==> src/rtl/split_tx_pkg.sv <==
// rtl/split_tx_pkg.sv - shared widths and FSM state type for the nibble transmitter.
// SPLIT_NIBBLE_TX_PARITY_EN adds the SEND_PAR state.
package split_tx_pkg;

   localparam int NIB_W  = 4;
   localparam int BYTE_W = 8;

   typedef enum logic [1:0] {
      IDLE     = 2'd0,
      SEND_LO  = 2'd1,
`ifdef SPLIT_NIBBLE_TX_PARITY_EN
      SEND_HI  = 2'd2,
      SEND_PAR = 2'd3
`else
      SEND_HI  = 2'd2
`endif
   } tx_state_e;

endpackage

==> src/rtl/split_nibble_tx_if.sv <==
// rtl/split_nibble_tx_if.sv - byte-in / nibble-out handshake bundle.
// slave is the transmitter's view, master is the driver/sink side.
interface split_nibble_tx_if;
   import split_tx_pkg::*;

   logic              in_valid_ee;
   logic              in_ready_ee;
   logic [BYTE_W-1:0] in_data_ee;
   logic              out_valid_ee;
   logic              out_ready_ee;
   logic [NIB_W-1:0]  out_nib_ee;
   logic              out_last_ee;

   modport master (
      output in_valid_ee, in_data_ee, out_ready_ee,
      input  in_ready_ee, out_valid_ee, out_nib_ee, out_last_ee
   );

   modport slave (
      input  in_valid_ee, in_data_ee, out_ready_ee,
      output in_ready_ee, out_valid_ee, out_nib_ee, out_last_ee
   );

endinterface

==> src/rtl/split_tx_fifo.sv <==
// rtl/split_tx_fifo.sv - byte FIFO, power-of-two depth, extra pointer bit separates full from empty.
module split_tx_fifo
   import split_tx_pkg::*;
#(
   parameter int DEPTH = 4
) (
   input  logic              clk_ee,
   input  logic              rst_n_ee,
   input  logic              push,
   input  logic [BYTE_W-1:0] push_data,
   input  logic              pop,
   output logic [BYTE_W-1:0] pop_data,
   output logic              full,
   output logic              empty
);

   localparam int AW = $clog2(DEPTH);

   logic [AW:0]       wr_ptr;
   logic [AW:0]       rd_ptr;
   logic [BYTE_W-1:0] mem [DEPTH];
   logic              do_push;
   logic              do_pop;

   // A push against a full FIFO is dropped even if a pop frees a slot this cycle.
   assign do_push = push && !full;
   assign do_pop  = pop && !empty;

   assign empty    = (wr_ptr == rd_ptr);
   assign full     = (wr_ptr[AW] != rd_ptr[AW]) && (wr_ptr[AW-1:0] == rd_ptr[AW-1:0]);
   assign pop_data = mem[rd_ptr[AW-1:0]];

   always_ff @(posedge clk_ee or negedge rst_n_ee) begin
      if (!rst_n_ee) begin
         wr_ptr <= '0;
         rd_ptr <= '0;
      end else begin
         if (do_push) wr_ptr <= wr_ptr + (AW+1)'(1);
         if (do_pop)  rd_ptr <= rd_ptr + (AW+1)'(1);
      end
   end

   always_ff @(posedge clk_ee) begin
      if (do_push) mem[wr_ptr[AW-1:0]] <= push_data;
   end

endmodule

==> src/rtl/split_nibble_tx.sv <==
// rtl/split_nibble_tx.sv - sends each queued byte as low nibble then high nibble.
// SPLIT_NIBBLE_TX_PARITY_EN appends a third parity beat per word.
module split_nibble_tx
   import split_tx_pkg::*;
#(
   parameter int DEPTH = 4,
   parameter int CNT_W = 8
) (
   input  logic                clk_ee,
   input  logic                rst_n_ee,
   split_nibble_tx_if.slave    bus,
   output logic [CNT_W-1:0]    word_cnt_ee,
   output logic                busy_ee
);

   tx_state_e         state;
   tx_state_e         state_nxt;
   logic [BYTE_W-1:0] hold;
   logic [BYTE_W-1:0] fifo_dout;
   logic              fifo_full;
   logic              fifo_empty;
   logic              fifo_pop;
   logic              word_done;

   split_tx_fifo #(.DEPTH(DEPTH)) u_fifo (
      .clk_ee    (clk_ee),
      .rst_n_ee  (rst_n_ee),
      .push      (bus.in_valid_ee),
      .push_data (bus.in_data_ee),
      .pop       (fifo_pop),
      .pop_data  (fifo_dout),
      .full      (fifo_full),
      .empty     (fifo_empty)
   );

   assign bus.in_ready_ee = !fifo_full;
   assign busy_ee         = (state != IDLE) || !fifo_empty;

   always_comb begin
      state_nxt        = state;
      fifo_pop         = 1'b0;
      word_done        = 1'b0;
      bus.out_valid_ee = 1'b0;
      bus.out_nib_ee   = '0;
      bus.out_last_ee  = 1'b0;
      case (state)
         IDLE: begin
            if (!fifo_empty) begin
               fifo_pop  = 1'b1;
               state_nxt = SEND_LO;
            end
         end
         SEND_LO: begin
            bus.out_valid_ee = 1'b1;
            bus.out_nib_ee   = hold[NIB_W-1:0];
            if (bus.out_ready_ee) state_nxt = SEND_HI;
         end
         SEND_HI: begin
            bus.out_valid_ee = 1'b1;
            bus.out_nib_ee   = hold[BYTE_W-1:NIB_W];
`ifdef SPLIT_NIBBLE_TX_PARITY_EN
            if (bus.out_ready_ee) state_nxt = SEND_PAR;
`else
            bus.out_last_ee  = 1'b1;
            word_done        = bus.out_ready_ee;
`endif
         end
`ifdef SPLIT_NIBBLE_TX_PARITY_EN
         SEND_PAR: begin
            bus.out_valid_ee = 1'b1;
            bus.out_nib_ee   = {3'b000, ^hold};
            bus.out_last_ee  = 1'b1;
            word_done        = bus.out_ready_ee;
         end
`endif
         default: state_nxt = IDLE;
      endcase
      // Chain straight into the next queued word so there is no idle beat between words.
      if (word_done) begin
         if (!fifo_empty) begin
            fifo_pop  = 1'b1;
            state_nxt = SEND_LO;
         end else begin
            state_nxt = IDLE;
         end
      end
   end

   always_ff @(posedge clk_ee or negedge rst_n_ee) begin
      if (!rst_n_ee) begin
         state       <= IDLE;
         hold        <= '0;
         word_cnt_ee <= '0;
      end else begin
         state <= state_nxt;
         if (fifo_pop)  hold        <= fifo_dout;
         if (word_done) word_cnt_ee <= word_cnt_ee + CNT_W'(1);
      end
   end

endmodule

==> src/flat_wrapper.sv <==
// flat-port wrapper written by rule: the top's interface ports become plain ports
module split_nibble_tx_flat import split_tx_pkg::*;
#(
   parameter int DEPTH = 4,
   parameter int CNT_W = 8
)
  (clk_ee, rst_n_ee, word_cnt_ee, busy_ee, bus_in_valid_ee, bus_in_data_ee, bus_out_ready_ee, bus_in_ready_ee, bus_out_valid_ee, bus_out_nib_ee, bus_out_last_ee);
  split_nibble_tx_if bus_i ();
  input  logic clk_ee;
  input  logic rst_n_ee;
  output logic [CNT_W-1:0] word_cnt_ee;
  output logic busy_ee;
  input wire logic [$bits(bus_i.in_valid_ee)-1:0] bus_in_valid_ee;
  input wire logic [$bits(bus_i.in_data_ee)-1:0] bus_in_data_ee;
  input wire logic [$bits(bus_i.out_ready_ee)-1:0] bus_out_ready_ee;
  output wire logic [$bits(bus_i.in_ready_ee)-1:0] bus_in_ready_ee;
  output wire logic [$bits(bus_i.out_valid_ee)-1:0] bus_out_valid_ee;
  output wire logic [$bits(bus_i.out_nib_ee)-1:0] bus_out_nib_ee;
  output wire logic [$bits(bus_i.out_last_ee)-1:0] bus_out_last_ee;
  assign bus_i.in_valid_ee = bus_in_valid_ee;
  assign bus_i.in_data_ee = bus_in_data_ee;
  assign bus_i.out_ready_ee = bus_out_ready_ee;
  assign bus_in_ready_ee = bus_i.in_ready_ee;
  assign bus_out_valid_ee = bus_i.out_valid_ee;
  assign bus_out_nib_ee = bus_i.out_nib_ee;
  assign bus_out_last_ee = bus_i.out_last_ee;
  split_nibble_tx #(.DEPTH(DEPTH), .CNT_W(CNT_W)) u_core (.clk_ee(clk_ee), .rst_n_ee(rst_n_ee), .bus(bus_i), .word_cnt_ee(word_cnt_ee), .busy_ee(busy_ee));
endmodule
==> config.mk <==
export PLATFORM = sky130hd
export DESIGN_NAME = split_nibble_tx_flat
export DESIGN_NICKNAME = d
export VERILOG_FILES = /design/src/rtl/split_tx_pkg.sv /design/src/rtl/split_nibble_tx_if.sv /design/src/rtl/split_tx_fifo.sv /design/src/rtl/split_nibble_tx.sv /design/src/flat_wrapper.sv
export SDC_FILE = /design/constraint.sdc
export NUM_CORES = 1
export LEC_CHECK = 0
export CAP_MARGIN = 20
export CORE_ASPECT_RATIO = 0.6
export CORE_MARGIN = 3
export CORE_UTILIZATION = 60
export DETAILED_ROUTE_END_ITERATION = 10
export HOLD_SLACK_MARGIN = 0.06
export PLACE_DENSITY = 0.95
export SETUP_SLACK_MARGIN = 0.5
export SYNTH_ARGS = -nofsm -noshare
export SYNTH_HDL_FRONTEND = slang
export SYNTH_HIERARCHICAL = 1
export SYNTH_SLANG_ARGS = --single-unit
==> constraint.sdc <==
create_clock -name clk_ee -period 3.42 [get_ports clk_ee]
set_clock_uncertainty 0.1 [all_clocks]
set_input_delay 1.026 -clock clk_ee [delete_from_list [all_inputs] [get_ports clk_ee]]
set_output_delay 1.026 -clock clk_ee [all_outputs]
set_load 0.01 [all_outputs]
# == Word level (Yosys, flattened, before mapping) ==
# Memories as Yosys holds them, arrays and structs flattened. A register that Yosys moved wholly into a read port is not among the register bits.
# Index checks and enable logic that the tools add are counted.
# W data, S select, Z words.
# totals
word_cells,42
ff_bits,16
mem_bits_ro,0
latchBits,0
mem_count,1
inputBits,12
ram_bits,32
# memory_table
name,words,width,read_ports,rd_clocked_by_memory_dff,write_ports,line_no,text
u_core.u_fifo.mem,4,8,1,1,1,split_tx_fifo.sv:21,logic [BYTE_W-1:0] mem [DEPTH];
# classes
n_shift,0
n_reduce_logical,11
n_bitwise,0
eq_ne,8
div,0
magnitude_cmp,0
addsub,3
multipliers,0
n_mux,15
# ops
cell,count
$mux W1,10
$add A8 B1 Y8 const B,1
$pmux W4 S2,1
$add A3 B1 Y3 const B,2
$mux W2,3
$pmux W2 S3,1
$eq A3 B3 Y1,1
$logic_and A1 B1 Y1,3
$logic_not A1 Y1,3
$ne A3 B2 Y1 const B,1
$ne A3 B3 Y1 const B,1
$reduce_and A3 Y1,1
$eq A2 B1 Y1 const B,1
$eq A2 B2 Y1,1
$eq A2 B2 Y1 const B,1
$logic_not A2 Y1,1
$ne A2 B1 Y1 const B,1
$reduce_bool A2 Y1,1
$reduce_or A2 Y1,1
$logic_or A1 B1 Y1,1
$ne A1 B1 Y1,1

# == Depth between registers and ports, before layout ==
# logic_depth
ltp_word,6
ltp_mapped,8
depth_no_buf,7

# == By module ==
# Netlist, hierarchy kept.
# by_module_without_submodules
mod,instances,area_per_inst_um2,cells_per_inst
split_tx_fifo,1,1695.4,90
split_nibble_tx,1,892.1,73

# == Worst setup path before layout ==
# No wires, ideal clock.
# synth_timing
path_type,register to output
from,reg u_core.u_fifo.rd_ptr[0]
to,out busy_ee
arrival_ns,1.356
path_buffers,1
stages_incl_launch_ff,5
slack_ns,0.938
cell_sequence,dfrtp_1 buf_6 xor2_2 nor3_1 nand2_1
# synth_via
elab_chain_len,3
# synth_rtl
item,line_no,text
from (decl),split_tx_fifo.sv:20,logic [AW:0] rd_ptr;
from (signal assigned),split_tx_fifo.sv:39,if (do_pop) rd_ptr <= rd_ptr + (AW+1)'(1);
$eq A3 B3 Y1,split_tx_fifo.sv:29,assign empty = (wr_ptr == rd_ptr);
net u_core.fifo_empty,split_nibble_tx.sv:21,logic fifo_empty;
$logic_not A1 Y1,split_nibble_tx.sv:37,assign busy_ee = (state != IDLE) || !fifo_empty;
$logic_or A1 B1 Y1,split_nibble_tx.sv:37,
to (decl),flat_wrapper.sv:12,output logic busy_ee;
# The timed path passes the listed nets, and every way through them passes these cells.

# == Final worst setup path ==
# Same ends and word-level chain as after synthesis.

==> metrics <==
min-delay worst type=reg -> reg; result of the run=completed; average cell area after synthesis=between 15 and 20 um2; global-route congestion overflow total=0; count of endpoints failing hold in the final timing report=0; crit share post-route=0.8493; r2r setup slk=roughly 1.3 ns; worst-case reg-to-reg path depth=8; maximum fanout encountered on the critical timing path=5; wire length of the first global-routing pass=9680 um; x dimension of the die=90.78 um; class of the most critical setup path=reg -> out; # diodes=0; first-pass iteration count of the detailed router=4; Post-route DRC=0; #FFs+latches synth=56; post-layout instance count excluding filler cells=269; cell types with the largest area share after synthesis=edfxtp_1 (37%), dfrtp_1 (23%), mux4_1 (8.1%); Placed Instance Area=0.002929 mm2; Cell Rows=17; number of cells produced by synthesis=163; Synth cell types=36; routability congestion estimate=0.7837; Slowest-stage cell, CP=dfrtp_2; detailed-placement wirelength estimate=3550 um; LEAKAGE=~1.3 nW; die boundary height=between 50 and 60 um; via density per instance=6.115; via count of the first global-routing pass=1696; worst setup path startpoint=u_core/u_fifo/rd_ptr[0]; power density over cell area=975.2 mW/mm2; clock-pin slew reported for the worst setup and hold paths after clock tree synthesis=about 0.10 ns; fraction of layout cells with a size suffix above 1=0.2783; required time at the endpoint of the critical path=2.29 ns; cell area after layout=0.003264 mm2; maximum number of pins on one net before global-route repair=25; CP bufs+invs=2; CTS sink count=56; arrival time worst endpoint=1.78 ns; unrepaired setup endpoints after global routing=yes; terminus of the critical flop-to-flop path=u_core/u_fifo/rd_ptr[1]; post-synthesis sequential area ratio=0.6035; Yosys warnings=6; relative slew slack=0.6737; critical path cell sequence=buf_12, xor2_4, nor3_4, nand2_1, dlygate4sd2_1; die footprint=0.005162 mm2; share of the synthesized area in the top cell type=0.3714; Maximum Capacitance Violations=0; setup ws final=around 0.5 ns; count of cell instances traversed by the critical path=5; clock tree from TritonCTS=built; worst reg2reg path startpoint=u_core/u_fifo/rd_ptr[0]; post-synth design cell area=~0.0026 mm2; clock buffer count from CTS=5; cell family with the largest share of critical-path delay=flip-flops; setup TNS after final layout=0 ns; Area growth, synth to finish=26.16%; GRT Resource Usage Total=0.2599; maximum single-stage delay on the critical path=0.47 ns; fmax=344.3 MHz; Worst-Margin Slew=0.4894 ns; final count of negative-setup-slack endpoints=0; number of antenna violations at the first check in global routing=1; end point of the critical path=busy_ee; maximum VDD drop=around 0.54 mV; Port Buf Inserts=27; area leader, netlist=edfxtp_1; average detailed-routed wire length per instance=23.79 um; root buffer selected by CTS=clkbuf_8; post-layout minimum cycle time=~2.9 ns; final cell utilization of the core=0.8386; iteration-0 DRC count of the detailed router=170; core box area=roughly 0.0039 mm2; Cell Count Post-Placement=247; top-level I/O count=28; placement-stage worst setup slack=0.3881 ns; number of pins with negative max-slew slack in the final report=0; endpoint kind of the worst setup timing path=output port; CTS H-tree lvls=2; post-route total power=3.183 mW; Routed Wire Length=between 6000 and 7000 um; insertion delay of the later-clocked pin in the worst-skew pair=about 0.32 ns; starting utilization of the core area=0.6647; number of nets with antenna violations after routing=0; maximum number of buffers from clock root to sink=2; number of nets in the final layout=234; vias after detailed routing=1645; kind of launch point of the worst setup path=register; nets in the synthesized netlist=186; worst-case hold slack=0.3743 ns
==> how the worst min path moves through the flow <==
stage                          startpoint                     to  slack (ns)  cells after the start
finish              u_core/word_cnt_ee[7]  u_core/word_cnt_ee[7]        0.37                      1
CTS                 u_core/word_cnt_ee[7]  u_core/word_cnt_ee[7]        0.38                      1
detailed placement  u_core/word_cnt_ee[7]  u_core/word_cnt_ee[7]        0.36                      1
global route        u_core/word_cnt_ee[7]  u_core/word_cnt_ee[7]        0.39                      1
floorplan                  u_core/hold[0]         u_core/hold[0]        0.38                      1
global placement    u_core/word_cnt_ee[7]  u_core/word_cnt_ee[7]        0.35                      1
==> cell families (layout without fill, tap and decap cells) <==
group,count (synthesis),count (layout),synth area share
DFF,56,56,0.6035
and+or+nand+nor,30,30,0.06577
muxes,20,20,0.1325
AOI/OAI and AO/OA,19,19,0.06190
xor gates and xnor gates,16,16,0.06286
adders and majority gates,11,11,0.05319
buffers and inverters,11,60,0.02031
==> cells in the final DEF, fill, tap and decap left out, drive strengths merged <==
cell and n:
nor2 5, a22oi 4, a21oi 5, dlygate4sd2 3
edfxtp 32, nand2 6, and2 1, mux2 10
a21o 1, nand4 1, inv 8, xor2 9
clkbuf 7, a211oi 2, o22ai 1, xnor2 7
a31oi 2, and3 3, o31ai 4, mux2i 2
clkdlybuf4s50 21, mux4 8, nand2b 2, nor3 4
ha 11, clkinv 1, dlymetal6s2s 3, nor2b 4
nand3 4, dfrtp 24, buf 17
==> worst register-to-register path, cell delays in order (launching register included) <==
cell	delay, ns
dfrtp_2	0.47
buf_12	0.15
xor2_4	0.28
nor3_4	0.09
buf_4	0.15
nor2_4	0.33
nand2b_1	0.17
a21oi_1	0.17
a211oi_2	0.06
==> synthesized netlist by cell type (all sizes together) <==
cell,instances
a21o,1
mux2,10
nand2,6
inv,8
and3,3
nor3,4
o22ai,1
a211oi,2
nand3,4
mux4,8
xnor2,7
xor2,9
a31oi,2
nand2b,2
mux2i,2
edfxtp,32
a22oi,4
buf,2
nand4,1
nor2,5
dfrtp,24
a21oi,5
clkbuf,1
ha,11
and2,1
o31ai,4
nor2b,4
==> report_power, final <==
| part | switching [mW] | internal, mW |
|---|---|---|
| Combinational | 0.826 | 0.851 |
| Sequential | 0.200 | 0.938 |
| Clock | 0.222 | 0.147 |
==> registers in the layout, summed over array words and instances, names as in the netlist <==
signal,cells
u_core/state,2
u_core/hold,8
u_core/u_fifo/wr_ptr,3
u_core/word_cnt_ee,8
u_core/u_fifo/rd_ptr,3
u_core/u_fifo/mem,32
==> final cells by class <==
cell class,count,area (um2)
clock inverter,1,8.758
fill,186,628.1
sequential,56,1569
multi-input combinational,96,1082
inverter,8,30.03
timing repair buffer,44,426.7
tap,57,71.32
clock buffer,7,76.32
==> routing by layer <==
layer / share of wire / global-route usage
met5: 0.0020 / 0
met1: 0.40 / 0.3466
met4: 0.025 / 0.1030
met2: 0.48 / 0.4110
met3: 0.089 / 0.07095
==> timing repair <==
action / 4_1_cts / 5_1_grt
setup endpoints to repair: 7 / 3
endpoints found under the hold margin: 0 / 0
gates resized for setup: 23 / 4
buffers inserted: 10 / 4
hold buffers: 0 / 0
pin swaps: 3 / 2
Note: power is estimated with default switching activity, not from simulation.
